==> src/rtl/calc_op_sequencer_pkg.sv <==
// ----------------------------------------------------------------------------
// calc_op_sequencer_pkg
//   Shared definitions for the calculator operation sequencer and the display
//   path: operation codes, sequencer state encoding, the lamp-test value and
//   small classification helpers.
// ----------------------------------------------------------------------------
package calc_op_sequencer_pkg;

  // Operation codes; the code is also the index of the unit's done bit and
  // result byte. LAMP has no unit behind it.
  typedef enum logic [2:0] {
    OP_ADD  = 3'd0,
    OP_SUB  = 3'd1,
    OP_DIV  = 3'd2,
    OP_MUL  = 3'd3,
    OP_REM  = 3'd4,
    OP_SQRT = 3'd5,
    OP_POW  = 3'd6,
    OP_LAMP = 3'd7
  } op_t;

  typedef enum logic [2:0] {
    ST_IDLE   = 3'd0,
    ST_CHECK  = 3'd1,
    ST_LAUNCH = 3'd2,
    ST_WAIT   = 3'd3,
    ST_DONE   = 3'd4,
    ST_ERROR  = 3'd5
  } state_t;

  localparam logic [7:0] LAMP_VALUE = 8'hFF;

  // Operations that fault on a zero divisor.
  function automatic logic needs_divisor(op_t op);
    return (op == OP_DIV) || (op == OP_REM);
  endfunction

  // States in which an operation is in flight.
  function automatic logic is_busy(state_t s);
    return (s == ST_CHECK) || (s == ST_LAUNCH) || (s == ST_WAIT);
  endfunction

endpackage

==> src/rtl/btn_debounce.sv <==
// ----------------------------------------------------------------------------
// btn_debounce
//   Synchronises a raw push-button, accepts a new level only after it has been
//   stable for DB_CYCLES consecutive cycles, and emits a one-cycle pulse on an
//   accepted rising level.
// Ports
//   clk    in  system clock
//   rst_n  in  synchronous active-low reset
//   raw    in  asynchronous button level
//   pulse  out registered single-cycle press pulse
// ----------------------------------------------------------------------------
module btn_debounce #(
  parameter int DB_CYCLES = 16
) (
  input  logic clk,
  input  logic rst_n,
  input  logic raw,
  output logic pulse
);

  localparam int CW = $clog2(DB_CYCLES + 1);

  logic          sync1_q, sync2_q;
  logic          level_q, level_d;
  logic          pulse_q, pulse_d;
  logic [CW-1:0] cnt_q, cnt_d;

  // The counter runs only while the synchronised input disagrees with the
  // accepted level; any agreement restarts the stability window.
  always_comb begin
    // NOTE: every always_comb output gets a default first so no path leaves it
    // unassigned, which would infer a latch.
    cnt_d   = '0;
    level_d = level_q;
    pulse_d = 1'b0;
    if (sync2_q != level_q) begin
      if (cnt_q == CW'(DB_CYCLES - 1)) begin
        level_d = sync2_q;
        pulse_d = sync2_q;
      end else begin
        cnt_d = cnt_q + CW'(1);
      end
    end
  end

  always_ff @(posedge clk) begin
    // NOTE: reset is sampled on the clock edge only; the level starts low so
    // releasing reset with the button up never produces a pulse.
    if (!rst_n) begin
      sync1_q <= 1'b0;
      sync2_q <= 1'b0;
      level_q <= 1'b0;
      pulse_q <= 1'b0;
      cnt_q   <= '0;
    end else begin
      // NOTE: non-blocking assignments so every flop samples pre-edge values,
      // which is what makes the two-stage synchroniser a real pipeline.
      sync1_q <= raw;
      sync2_q <= sync1_q;
      level_q <= level_d;
      pulse_q <= pulse_d;
      cnt_q   <= cnt_d;
    end
  end

  assign pulse = pulse_q;

endmodule

==> src/rtl/calc_op_sequencer.sv <==
// ----------------------------------------------------------------------------
// calc_op_sequencer
//   Front-panel controller for the calculator arithmetic units. Steps the
//   operation select, latches operands, launches the selected unit with a
//   one-cycle start, waits for its done and captures its result. Reports
//   divide-by-zero and unit timeout on err.
// Ports
//   clk, rst_n        clock, synchronous active-low reset
//   btn_next, btn_go  raw buttons: step op_sel / launch current op
//   sw[7:0]           operands, A = sw[3:0], B = sw[7:4]
//   done_vec[6:0]     per-unit done, indexed by op code
//   result_flat[55:0] per-unit results, unit k at [8k+7:8k]
//   op_sel            current op code (7 = LAMP test)
//   operand_a/b       latched operands
//   start             one-cycle launch pulse for unit op_sel
//   result, valid     captured result and completion flag
//   busy              operation in flight (CHECK, LAUNCH, WAIT)
//   err               divide-by-zero or timeout
// ----------------------------------------------------------------------------
module calc_op_sequencer #(
  parameter int DB_CYCLES   = 16,
  parameter int TIMEOUT_CYC = 255
) (
  input  logic        clk,
  input  logic        rst_n,
  input  logic        btn_next,
  input  logic        btn_go,
  input  logic [7:0]  sw,
  input  logic [6:0]  done_vec,
  input  logic [55:0] result_flat,
  output logic [2:0]  op_sel,
  output logic [3:0]  operand_a,
  output logic [3:0]  operand_b,
  output logic        start,
  output logic [7:0]  result,
  output logic        valid,
  output logic        busy,
  output logic        err
);

  import calc_op_sequencer_pkg::*;

  logic next_pulse, go_pulse;

  btn_debounce #(.DB_CYCLES(DB_CYCLES)) u_db_next (
    .clk   (clk),
    .rst_n (rst_n),
    .raw   (btn_next),
    .pulse (next_pulse)
  );

  btn_debounce #(.DB_CYCLES(DB_CYCLES)) u_db_go (
    .clk   (clk),
    .rst_n (rst_n),
    .raw   (btn_go),
    .pulse (go_pulse)
  );

  state_t     state_q, state_d;
  op_t        op_sel_q, op_sel_d;
  logic [3:0] a_q, a_d, b_q, b_d;
  logic [7:0] result_q, result_d;
  logic [7:0] timer_q, timer_d;
  logic       valid_q, valid_d;
  logic       err_q, err_d;
  logic       start_q, start_d;
  logic       busy_q, busy_d;

  // Pad to a power of two so the LAMP code indexes a defined (inactive) slot.
  logic [7:0]  done_ext;
  logic [63:0] result_ext;
  assign done_ext   = {1'b0, done_vec};
  assign result_ext = {8'h00, result_flat};

  always_comb begin
    state_d  = state_q;
    op_sel_d = op_sel_q;
    a_d      = a_q;
    b_d      = b_q;
    result_d = result_q;
    timer_d  = timer_q;
    valid_d  = valid_q;
    err_d    = err_q;

    unique case (state_q)
      ST_IDLE, ST_DONE, ST_ERROR: begin
        // go takes priority; a simultaneous next is dropped.
        if (go_pulse) begin
          a_d     = sw[3:0];
          b_d     = sw[7:4];
          valid_d = 1'b0;
          err_d   = 1'b0;
          state_d = ST_CHECK;
        end else if (next_pulse) begin
          op_sel_d = op_t'(op_sel_q + 3'd1);
          valid_d  = 1'b0;
        end
      end
      ST_CHECK: begin
        if (needs_divisor(op_sel_q) && (b_q == 4'd0)) begin
          err_d    = 1'b1;
          result_d = 8'h00;
          state_d  = ST_ERROR;
        end else if (op_sel_q == OP_LAMP) begin
          result_d = LAMP_VALUE;
          valid_d  = 1'b1;
          state_d  = ST_DONE;
        end else begin
          state_d = ST_LAUNCH;
        end
      end
      ST_LAUNCH: begin
        timer_d = 8'd0;
        state_d = ST_WAIT;
      end
      ST_WAIT: begin
        // done is checked first so it wins over a same-cycle timeout.
        if (done_ext[op_sel_q]) begin
          result_d = result_ext[{op_sel_q, 3'b000} +: 8];
          valid_d  = 1'b1;
          state_d  = ST_DONE;
        end else begin
          timer_d = timer_q + 8'd1;
          if (timer_d == 8'(TIMEOUT_CYC)) begin
            err_d    = 1'b1;
            result_d = 8'h00;
            state_d  = ST_ERROR;
          end
        end
      end
      default: state_d = ST_IDLE;
    endcase

    // Registered outputs derived from the next state.
    start_d = (state_d == ST_LAUNCH);
    busy_d  = is_busy(state_d);
  end

  always_ff @(posedge clk) begin
    if (!rst_n) begin
      state_q  <= ST_IDLE;
      op_sel_q <= OP_ADD;
      a_q      <= 4'd0;
      b_q      <= 4'd0;
      result_q <= 8'h00;
      timer_q  <= 8'd0;
      valid_q  <= 1'b0;
      err_q    <= 1'b0;
      start_q  <= 1'b0;
      busy_q   <= 1'b0;
    end else begin
      state_q  <= state_d;
      op_sel_q <= op_sel_d;
      a_q      <= a_d;
      b_q      <= b_d;
      result_q <= result_d;
      timer_q  <= timer_d;
      valid_q  <= valid_d;
      err_q    <= err_d;
      start_q  <= start_d;
      busy_q   <= busy_d;
    end
  end

  assign op_sel    = op_sel_q;
  assign operand_a = a_q;
  assign operand_b = b_q;
  assign start     = start_q;
  assign result    = result_q;
  assign valid     = valid_q;
  assign busy      = busy_q;
  assign err       = err_q;

endmodule
==> config.mk <==
export PLATFORM = sky130hd
export DESIGN_NAME = calc_op_sequencer
export DESIGN_NICKNAME = d
export VERILOG_FILES = /design/src/rtl/calc_op_sequencer_pkg.sv /design/src/rtl/btn_debounce.sv /design/src/rtl/calc_op_sequencer.sv
export SDC_FILE = /design/constraint.sdc
export NUM_CORES = 1
export LEC_CHECK = 0
export BUFFER_PORTS_ARGS = -buffer_cell sky130_fd_sc_hd__buf_4
export CAP_MARGIN = 20
export CORE_MARGIN = 3
export CORE_UTILIZATION = 50
export CTS_BUF_LIST = sky130_fd_sc_hd__clkbuf_4 sky130_fd_sc_hd__clkbuf_8
export DETAILED_ROUTE_END_ITERATION = 7
export GPL_TIMING_DRIVEN = 0
export PLACE_DENSITY_LB_ADDON = 0.15
export SYNTH_ARGS = -nofsm -noshare
export SYNTH_HDL_FRONTEND = slang
export SYNTH_SLANG_ARGS = --single-unit
==> constraint.sdc <==
create_clock -name clk -period 3 [get_ports clk]
set_input_delay 0.15 -clock clk [delete_from_list [all_inputs] [get_ports clk]]
set_output_delay 0.15 -clock clk [all_outputs]
set_load 0.02 [all_outputs]
After elaboration in Yosys (flattened, before gate mapping) --
Cells that the tools add are included.
Word-level totals: output and inout bits 23, latch bits 0, input port bits 75, logic and storage cells 104, bits in registers 52, memories 0, bits in writable memories 0, ROM bits 0
Operators by class: div/mod/pow operators 0, shift-type cells 1, reductions and logical operators 22, $lt $le $gt $ge 1, multipliers 0, add/subtract/negate cells 4, bitwise operators 4, eq/ne operators 26, muxes and demuxes 26
Operator list (count):
- $shiftx A64 B7 Y8 | 1
- $mux W8 | 5
- $pmux W8 S2 | 2
- $eq A3 B2 Y1 const B | 5
- $mux W3 | 5
- $eq A3 B3 Y1 const B | 4
- $ne A2 B2 Y1 const B | 6
- $pmux W3 S4 | 1
- $reduce_and A3 Y1 | 4
- $add A5 B1 Y5 const B | 2
- $eq A5 B4 Y1 const B | 2
- $mux W1 | 10
- $reduce_and A5 Y1 | 2
- $reduce_or A3 Y1 | 3
- $add A8 B1 Y8 const B | 1
- $eq A8 B8 Y1 const B | 1
- $reduce_and A2 Y1 | 4
- $eq A3 B1 Y1 const B | 2
- $ne A3 B3 Y1 const B | 2
- $pmux W1 S3 | 2
- $logic_not A4 Y1 | 1
- $lt A3 B4 Y1 const B | 1
- $not A1 Y1 | 4
- $reduce_bool A2 Y1 | 2
- 9 further kinds | 12

Logic depth before layout (Yosys ltp) --
Gate-level depths: netlist (run 1).
depth after elaboration 8, gate-level depth with buffers 9, depth with buffers taken out 7

By module --
From an unflattened synthesis (run 1), not the netlist that was laid out.
Unflattened totals: cell total of the unflattened synthesis 320, area, all modules 2846.5 um^2
By module, submodules not included:
- calc_op_sequencer | seq. area each 680.7 um^2, cells an instance 262, times used 1, area each 2205.9 um^2
- btn_debounce | seq. area each 180.2 um^2, cells an instance 29, times used 2, area each 320.3 um^2

Worst setup path before layout (run 1) --
Ideal clock, no wire load.
path type register -> register, from reg timer_q[1], to reg result_q[4], in the netlist result[4], clock period less this slack 2.216 ns, path slack 0.784 ns, library setup time 0.075 ns, arrival time 2.141 ns, stages on the path, launching flop included 7, data required time 2.925 ns, buffers on the path 0, cells stage by stage dfxtp_1 > ha_1 > nand3_2 > or3_1 > a2111o_1 > a211o_4 > a22oi_2
On the way: longest elaborated chain between the ends 4
Ends and longest elaborated chain:
- start: declaration | RTL line calc_op_sequencer.sv:63 | logic [7:0] timer_q, timer_d;
- start signal: assignment | RTL line calc_op_sequencer.sv:157 | timer_q <= timer_d;
- $add A8 B1 Y8 | RTL line calc_op_sequencer.sv:123 | timer_d = timer_q + 8'd1;
- $eq A8 B8 Y1 | RTL line calc_op_sequencer.sv:124 | if (timer_d == 8'(TIMEOUT_CYC)) begin
- $ne A3 B3 Y1 (no line)
- $reduce_and A3 Y1 (no line)
- end signal: assignment | RTL line calc_op_sequencer.sv:156 | result_q <= result_d;
- end: declaration | RTL line calc_op_sequencer.sv:62 | logic [7:0] result_q, result_d;
No other way between the ends. A chain may end at the register's enable or synchronous reset.

Worst setup path after layout (run 1) --
from reg op_sel_q[1], in the netlist op_sel[1], to reg busy_q, in the netlist busy
On the way: longest elaborated chain between the ends 8, elaborated cells between the ends (all ways) 16, those cells by class eq/ne: 6; mux: 6; reduce/logical: 4
Ends and longest elaborated chain:
- start: declaration | RTL line calc_op_sequencer.sv:60 | op_t op_sel_q, op_sel_d;
- start signal: assignment | RTL line calc_op_sequencer.sv:153 | op_sel_q <= op_sel_d;
- parallel branches: the longest is 4 deep, another holds $bmux W1 S3
- $pmux W3 S4 * | RTL line calc_op_sequencer.sv:85 | unique case (state_q)
- $eq A3 B1 Y1 or $eq A3 B2 Y1 (tied branches) | RTL line calc_op_sequencer_pkg.sv:40 | return (s == ST_CHECK) || (s == ST_LAUNCH) || (s == ST_WAIT);
- $logic_or A1 B1 Y1 | RTL line calc_op_sequencer_pkg.sv:40
- $logic_or A1 B1 Y1 * | RTL line calc_op_sequencer_pkg.sv:40
- end signal: assignment | RTL line calc_op_sequencer.sv:161 | busy_q <= busy_d;
- end: declaration | RTL line calc_op_sequencer.sv:67 | logic busy_q, busy_d;
Every way passes the cells marked *. The select of a mux whose other input is x is not followed.

==> flow_summary.yaml, run 1 <==
route:
  drt_iter0_drc: 154
  finalWirelength_um: 7130
  drt_pass1_iterations: 4
  drt_drc_violations_left: 0
  routed_wire_length_per_instance_um: 14.8
  detailroute.via_count: 2589
  route.antenna.remaining_nets: 0
  vias_per_cell: 5.37
pwr:
  peakVddDrop_v: 0.000326
  power.density_mw_per_mm2: 369
  finalPower_mw: 1.40
  power.leakage_nw: 1.60
synthesis:
  ys_dominant_reg_cell: "dfxtp_1"
  synth.ff_latch_count: 52
  synth.lib_cells_used.distinct: 50
  syn-cell-area_mm2: 0.00285
  syn_nets: 392
  yosysTopAreaCellShare: 0.365
  synth_top_family_by_area: "compound AO/OA/AOI/OAI gates"
  async_reset_ff_frac: 0
  synth_top_cell_by_area: "dfxtp_1"
  synth_simple_gate_area_share: 0.189
  synth_top_cells_by_count: "dfxtp_1 (52), nor2_1 (41), nand2_1 (33)"
  synth-edff-count: 0
  synth.yosys.seq_area_share: 0.365
  post-synth-top-count-cell: "dfxtp_1"
  ys_warn_count: 0
  post_synth_xor_area_fraction: 0.0276
  synth_compound_area_frac: 0.198
  yosys-top-cells-area: "dfxtp_1 (36%), mux4_2 (6.3%), nor2_1 (5.4%), mux2i_1 (5.3%), ha_1 (4.4%)"
  post_synth.cell_area_avg_um2: 9.29
  synth_adder_area_share: 0.0439
  muxShareOfSynthArea: 0.124
  postSynthCellCount: 307
die:
  fp.dieW_um: 81.5
  core_footprint_mm2: 0.00530
  dieHeight_um: 81.5
  start_util: 0.538
  rows: 26
  pin_count: 98
  die-area_mm2: 0.00665
critical_path:
  crit_path_end_kind: "flip-flop"
  setup.worst_path.class: "reg2reg"
  path_max_fanout: 10
  crit_arrival_ns: 2.77
  critical_path_required_ns: 3.21
  setup.worst_path.start_class: "flip-flop"
timing:
  final_hold_viol_count: 0
  worst-slew-pin-transition_ns: 0.826
  slew_hr: 0.442
  rsz_0062_raised_after_global_routing: "no"
  final_period_minus_worst_setup_slack_ns: 2.55
  timing.clock.skew_ns: 0.00612
  fin_setup_tns_ns: 0
  timing.hold.ws_ns: 0.0521
  setup_viol: 0
  final_max_slew_viol_count: 0
  post-route-worst-setup-slack_ns: 0.448
  fmaxAchievable_mhz: 392
  min_period_over_period: 0.851
global_route:
  antenna_found_initial: 0
  grt_util_met1: 0.270
  use_met2: 0.379
  overflow: 0
  grt_pass1_vias: 2439
  first_pass_grt_wire_length_um: 11300
  grt_most_used_layer: "met2"
  globalRouteMet3Util: 0.0461
  gr-usage-all-layers: 0.219
  grt_start_max_net_pins: 16
run:
  max-cap-violations: 0
layout:
  num-nets-final: 496
  finalNonFillerCells: 482
  post_route_standard_cell_area_excluding_fillers_mm2: 0.00379
  sequential_cell_area_mm2: 0.00104
  final_core_utilization: 0.716
  n_fill_cell: 433
  layout-area-overhead-vs-synth_pct: 33.0
  multiInputGateArea_mm2: 0.00166
  final_layout_size_suffix_gt1_frac: 0.352
  antenna_cell_count: 0
placed_design:
  io_buffer_count: 97
  place_inst: 474
  dp_hpwl_um: 5550
  dpl_worst_slack_ns: 0.502
  placer_congestion: 0.848
  placed_cell_area_mm2: 0.00367
clocking:
  latest_clock_arrival_within_the_worst_skew_pair_ns: 0.30
  postCtsResizedCells: 0
  cts_setup_buffers: 0
  cts_hold_buf: 0
  clkSlewWorstSetupHoldPaths_ns: 0.09
  cts-buffers-inserted: 5
  cts.root.buffer_cell: "clkbuf_8"
  max-clock-path-buffers: 2
  tritoncts: "built"
  cts.sink_count: 52
  h-tree-depth: 2
worst_hold_path:
  hold_class: "in2reg"
run_status:
  status: "finished, final reports clean"
[cell usage in the layout, fill, tap and decap left out, types with 4 or more instances in the layout]
| master | count |
|---|---|
| a211o_2 | 5 |
| a21oi_1 | 22 |
| a22oi_2 | 8 |
| and2_1 | 7 |
| and3_1 | 5 |
| buf_4 | 102 |
| clkbuf_1 | 5 |
| clkbuf_8 | 9 |
| dfxtp_1 | 52 |
| ha_1 | 10 |
| inv_1 | 11 |
| mux2i_1 | 15 |
| mux4_2 | 8 |
| nand2_1 | 33 |
| nand2b_1 | 4 |
| nand3_1 | 4 |
| nor2_1 | 41 |
| nor3_1 | 4 |
| o21ai_0 | 8 |
| or3_1 | 4 |
| xnor2_1 | 6 |
[worst max-delay path, stage by stage, from the launching register on]
cell	delay, ns
dfxtp_1	0.47
buf_2	0.33
buf_2	0.31
inv_1	0.08
ha_1	0.18
mux2i_1	0.27
nor2_1	0.17
o41ai_1	0.37
nor3_1	0.10
nor4_1	0.19
[report_power, final]
part / switching [mW] / internal [mW]
clock network: 0.228 / 0.294
registers: 0.00574 / 0.700
logic: 0.0693 / 0.104
total: 0.303 / 1.10
[path summary, 6_finish.rpt]
check                                        from  cells past startpoint  slack (ns)                 to
worst max-delay path                    op_sel[1]                      9        0.45               busy
worst min-delay path                       btn_go                      2        0.05    u_db_go.sync1_q
worst max register to register          op_sel[1]                      9        0.45               busy
worst min register to register  u_db_next.sync1_q                      1        0.44  u_db_next.sync2_q
[final cells by class]
class,instances,share of cell area
multi-input combinational,228,0.438
sequential,52,0.274
timing repair buffer,97,0.192
buffer,16,0.0290
clock buffer,7,0.0254
tap,70,0.0231
inverter,11,0.0109
clock inverter,1,0.00791
[sequential cells by signal (all words and copies together) (netlist names)]
name               flops
result                 8
timer_q                8
u_db_go.cnt_q          5
u_db_next.cnt_q        5
operand_a              4
operand_b              4
op_sel                 3
state_q                3
busy                   1
err                    1
start                  1
u_db_go.level_q        1
u_db_go.pulse          1
u_db_go.sync1_q        1
u_db_go.sync2_q        1
u_db_next.level_q      1
u_db_next.pulse        1
u_db_next.sync1_q      1
u_db_next.sync2_q      1
valid                  1
[metal layers]
layer  vias to the layer above  wire length, um  share of wire
met5                         -                0              0
met4                         0               98          0.014
met3                        10              441          0.062
met2                        74             3570           0.50
met1                      1196             3020           0.42
li1                       1309                -              -
[cells by family (layout without fill, tap and decap cells)]
logic type | count (synthesis) | count (layout)
AND/OR/NAND/NOR | 115 | 115
AO/OA/AOI/OAI | 69 | 69
flip-flops | 52 | 52
buffers and inverters | 27 | 132
multiplexers | 25 | 25
adder cells (fa/ha/maj) | 10 | 10
XOR/XNOR | 9 | 9
No activity file was read; power rests on OpenSTA's default activity.
==> run 2: changes to the inputs <==
- clock period: 3 -> 2.7 ns (I/O delays scaled with it)
==> flow_summary.yaml, run 2 (synthesized netlist as in run 1, its figures left out) <==
critical_path:
  setup.worst_path.start: "op_sel[1]"
  setup.worst_path.class: "reg2reg"
  setup.worst_path.start_class: "flip-flop"
  path_max_fanout: 10
  crit_arrival_ns: 2.69
  crit_path_end_kind: "flip-flop"
  crit-reg2reg-launch: "op_sel[1]"
  critical_path_required_ns: 2.93
route:
  route.antenna.remaining_nets: 0
  vias_per_cell: 5.37
  detailroute.via_count: 2586
  drt_iter0_drc: 135
  finalWirelength_um: 7140
  drt_drc_violations_left: 0
  routed_wire_length_per_instance_um: 14.8
  drt_pass1_iterations: 4
clocking:
  postCtsResizedCells: 0
  cts.root.buffer_cell: "clkbuf_8"
  cts.sink_count: 52
  max-clock-path-buffers: 2
  cts_setup_buffers: 0
  tritoncts: "built"
  h-tree-depth: 2
  cts-buffers-inserted: 5
  clkSlewWorstSetupHoldPaths_ns: 0.09
  cts_hold_buf: 0
  latest_clock_arrival_within_the_worst_skew_pair_ns: 0.30
layout:
  final_core_utilization: 0.718
  layout-area-overhead-vs-synth_pct: 33.4
  antenna_cell_count: 0
  num-nets-final: 496
  n_fill_cell: 430
  final_layout_size_suffix_gt1_frac: 0.354
  most_frequent_standard_cell_in_the_layout_excluding_fill_and_tap_cells: "buf_4"
  final_cell_mix: "buf_4 (102), dfxtp_1 (52), nor2_1 (41)"
global_route:
  grt_pass1_vias: 2439
  gr-usage-all-layers: 0.219
  antenna_found_initial: 0
  first_pass_grt_wire_length_um: 11300
  overflow: 0
  grt_start_max_net_pins: 16
run:
  max-cap-violations: 0
timing:
  rsz_0062_raised_after_global_routing: "no"
  timing.clock.skew_ns: 0.00640
  fmaxAchievable_mhz: 406
  final_hold_viol_count: 0
  fin_setup_tns_ns: 0
  worst-slew-pin-transition_ns: 0.826
  final_max_slew_viol_count: 0
  slew_hr: 0.442
  final_period_minus_worst_setup_slack_ns: 2.46
  min_period_over_period: 0.911
  setup_viol: 0
placed_design:
  dp_hpwl_um: 5550
  io_buffer_count: 97
  placer_congestion: 0.848
pwr:
  power.leakage_nw: 1.61
  peakVddDrop_v: 0.000364
  power.density_mw_per_mm2: 410
worst_hold_path:
  holdCritStartpoint: "btn_go"
  hold_class: "in2reg"
die:
  core_footprint_mm2: 0.00530
  fp.dieW_um: 81.5
  pin_count: 98
  rows: 26
  die-area_mm2: 0.00665
  start_util: 0.538
  dieHeight_um: 81.5
run_status:
  status: "finished, final reports clean"
==> run 2: path summary, 6_finish.rpt <==
| check | to | slack, ns | cells past startpoint |
|---|---|---|---|
| worst max-delay path | result[0] | 0.24 | 9 |
| worst min-delay path | u_db_go.sync1_q | 0.04 | 2 |
| worst max register to register | result[0] | 0.24 | 9 |
| worst min register to register | u_db_next.sync2_q | 0.44 | 1 |
==> run 2: cell type report <==
class	instances	area, um2	area share
multi-input cells	228	1670	0.438
flip-flops and latches	52	1040	0.274
repair buffers	97	728	0.191
plain buffers	16	113	0.0296
clock buffers	7	96.3	0.0253
well taps	70	87.6	0.0230
inverters	11	41.3	0.0109
clock inverters	1	30.0	0.00789
==> run 2: critical path, stage by stage, from the launching register on <==
cell and delay [ns]:
dfxtp_1 0.47, buf_2 0.33, clkbuf_4 0.30, inv_1 0.06
ha_1 0.17, mux2i_1 0.27, nor2_1 0.18, o21ai_0 0.31
a21oi_4 0.12, a22oi_2 0.18
==> run 2: power breakdown <==
| part | switching [mW] | total [mW] | internal (mW) |
|---|---|---|---|
| registers | 0.00637 | 0.784 | 0.778 |
| clock network | 0.254 | 0.582 | 0.327 |
| logic | 0.0775 | 0.194 | 0.116 |
| total | 0.338 | 1.56 | 1.22 |
==> run 2: layer usage <==
layer  up-vias  track usage  share of wire
met5         -            0              0
met3        10       0.0461          0.057
met4         0       0.0760          0.014
met2        70        0.379           0.50
li1       1308            -              -
met1      1198        0.270           0.43
==> run 2: per-stage QoR <==
stage	area (um2)	cells	total power [mW]	hold WS (ns)	setup slack, ns
after floorplan	2850	307	0.886	0.262	0.484
after global placement	3670	474	0.989	0.345	0.162
after detailed placement	3670	474	0.993	0.349	0.202
after CTS	3790	482	1.57	0.0283	0.184
after global routing	3800	482	1.62	0.0295	0.0567
final	3800	482	1.56	0.0381	0.240
==> run 3: changes to the inputs <==
- CORE_UTILIZATION: 50 -> 52
==> flow_summary.yaml, run 3 (synthesized netlist as in run 1, its figures left out) <==
worst_hold_path:
  hold_class: "in2reg"
pwr:
  p_seq_frac: 0.542
  power_switching_share: 0.238
  peakVddDrop_v: 0.000272
  power.leakage_nw: 1.59
  internal_power_mw: 1.10
  power_frac_clock: 0.325
  power.share.combinational: 0.133
  total_switching_power_uw: 344
  power.density_mw_per_mm2: 384
route:
  finalWirelength_um: 7120
  drt_iter0_drc: 104
  drt_pass1_iterations: 4
  vias_per_cell: 5.44
  drt_drc_violations_left: 0
  routed_wire_length_per_instance_um: 14.8
  detailroute.via_count: 2622
  route.antenna.remaining_nets: 0
critical_path:
  setup.worst_path.class: "reg2reg"
  critical_path_required_ns: 2.93
  crit_path_end_kind: "flip-flop"
  setup.worst_path.start_class: "flip-flop"
  crit_arrival_ns: 2.73
  path_max_fanout: 8
clocking:
  cts.sink_count: 52
  cts.root.buffer_cell: "clkbuf_8"
  tritoncts: "built"
  clkSlewWorstSetupHoldPaths_ns: 0.11
  max-clock-path-buffers: 2
  cts-buffers-inserted: 5
  cts_hold_buf: 0
  latest_clock_arrival_within_the_worst_skew_pair_ns: 0.31
  h-tree-depth: 2
  cts_setup_buffers: 0
run:
  max-cap-violations: 0
timing:
  timing.hold.ws_ns: 0.0360
  timing.clock.skew_ns: 0.0166
  worst-slew-pin-transition_ns: 0.914
  final_max_slew_viol_count: 0
  slew_hr: 0.382
  min_period_over_period: 0.926
  post-route-worst-setup-slack_ns: 0.201
  rsz_0062_raised_after_global_routing: "no"
  final_period_minus_worst_setup_slack_ns: 2.50
  setup_viol: 0
  final_hold_viol_count: 0
  fin_setup_tns_ns: 0
  fmaxAchievable_mhz: 400
layout:
  most_frequent_standard_cell_in_the_layout_excluding_fill_and_tap_cells: "buf_4"
  multiInputGateArea_mm2: 0.00166
  final_cell_mix: "buf_4 (102), dfxtp_1 (51), nor2_1 (41)"
  final_layout_size_suffix_gt1_frac: 0.354
  num-nets-final: 496
  post_route_standard_cell_area_excluding_fillers_mm2: 0.00377
  layout-area-overhead-vs-synth_pct: 32.1
  n_fill_cell: 421
  sequential_cell_area_mm2: 0.00104
  antenna_cell_count: 0
global_route:
  antenna_found_initial: 0
  overflow: 0
  grt_pass1_vias: 2577
  gr-usage-all-layers: 0.231
  first_pass_grt_wire_length_um: 11700
  grt_start_max_net_pins: 17
die:
  pin_count: 98
  die-area_mm2: 0.00641
  core_footprint_mm2: 0.00520
  dieHeight_um: 80.1
  start_util: 0.548
  rows: 26
  fp.dieW_um: 80.1
placed_design:
  dpl_worst_slack_ns: 0.133
  io_buffer_count: 97
  placer_congestion: 0.891
  dp_hpwl_um: 5630
  placed_cell_area_mm2: 0.00367
run_status:
  status: "finished, final reports clean"
==> run 3: cell types whose count changed in the layout (fill, tap and decap cells not counted) <==
cell       change
dfxtp_2        +1
dfxtp_1        -1
o41ai_1        +1
inv_6          +1
clkinv_2       +1
bufinv_16      -1
o41ai_2        -1
clkbuf_8       -1
==> run 3: power by group through the flow <==
stage,clock network (mW),registers (mW),logic [mW]
2_1_floorplan,0,0.806,0.0800
4_1_cts,0.486,0.784,0.192
6_report,0.471,0.784,0.192
3_5_place_dp,0,0.802,0.192
3_3_place_gp,0,0.801,0.188
5_1_grt,0.518,0.787,0.210
==> run 3: area by class of cell <==
class / count / area share
multi-input cells: 228 / 0.441
flip-flops and latches: 52 / 0.277
repair buffers: 97 / 0.193
plain buffers: 16 / 0.0299
well taps: 70 / 0.0232
clock buffers: 6 / 0.0219
inverters: 11 / 0.0110
clock inverters: 2 / 0.00365
==> run 3: repair_timing <==
action / CTS / global route
hold endpoints to repair: 0 / 0
setup endpoints to repair: 0 / 1
gates resized for setup: 0 / 2
==> run 3: path summary, 6_finish.rpt <==
| kind | from | to | slack, ns | cells after the start |
|---|---|---|---|---|
| hold reg to reg | u_db_next.sync1_q | u_db_next.sync2_q | 0.45 | 1 |
| setup / recovery | timer_q[1] | result[0] | 0.20 | 6 |
| setup reg to reg | timer_q[1] | result[0] | 0.20 | 6 |
| hold / removal | btn_go | u_db_go.sync1_q | 0.04 | 2 |
==> run 3: stage by stage <==
stage	cells	util	power [mW]
final	482	0.724	1.45
after global routing	482	0.724	1.51
after CTS	482	0.723	1.46
after detailed placement	474	0.705	0.994
after global placement	474	0.705	0.989
after floorplan	307	-	0.886
==> run 3: worst max-delay path, cell delays in order (launching register included) <==
cell,delay [ns]
dfxtp_1,0.44
ha_1,0.30
nand3_2,0.14
or3_1,0.37
a2111o_1,0.55
a211o_4,0.44
a22oi_2,0.17
==> run 3: layer usage <==
layer	GRT usage	routed length, um	vias up
met4	0.0726	129	0
met1	0.278	2980	1245
met5	0	0	-
met3	0.0426	355	11
li1	-	-	1307
met2	0.414	3660	59
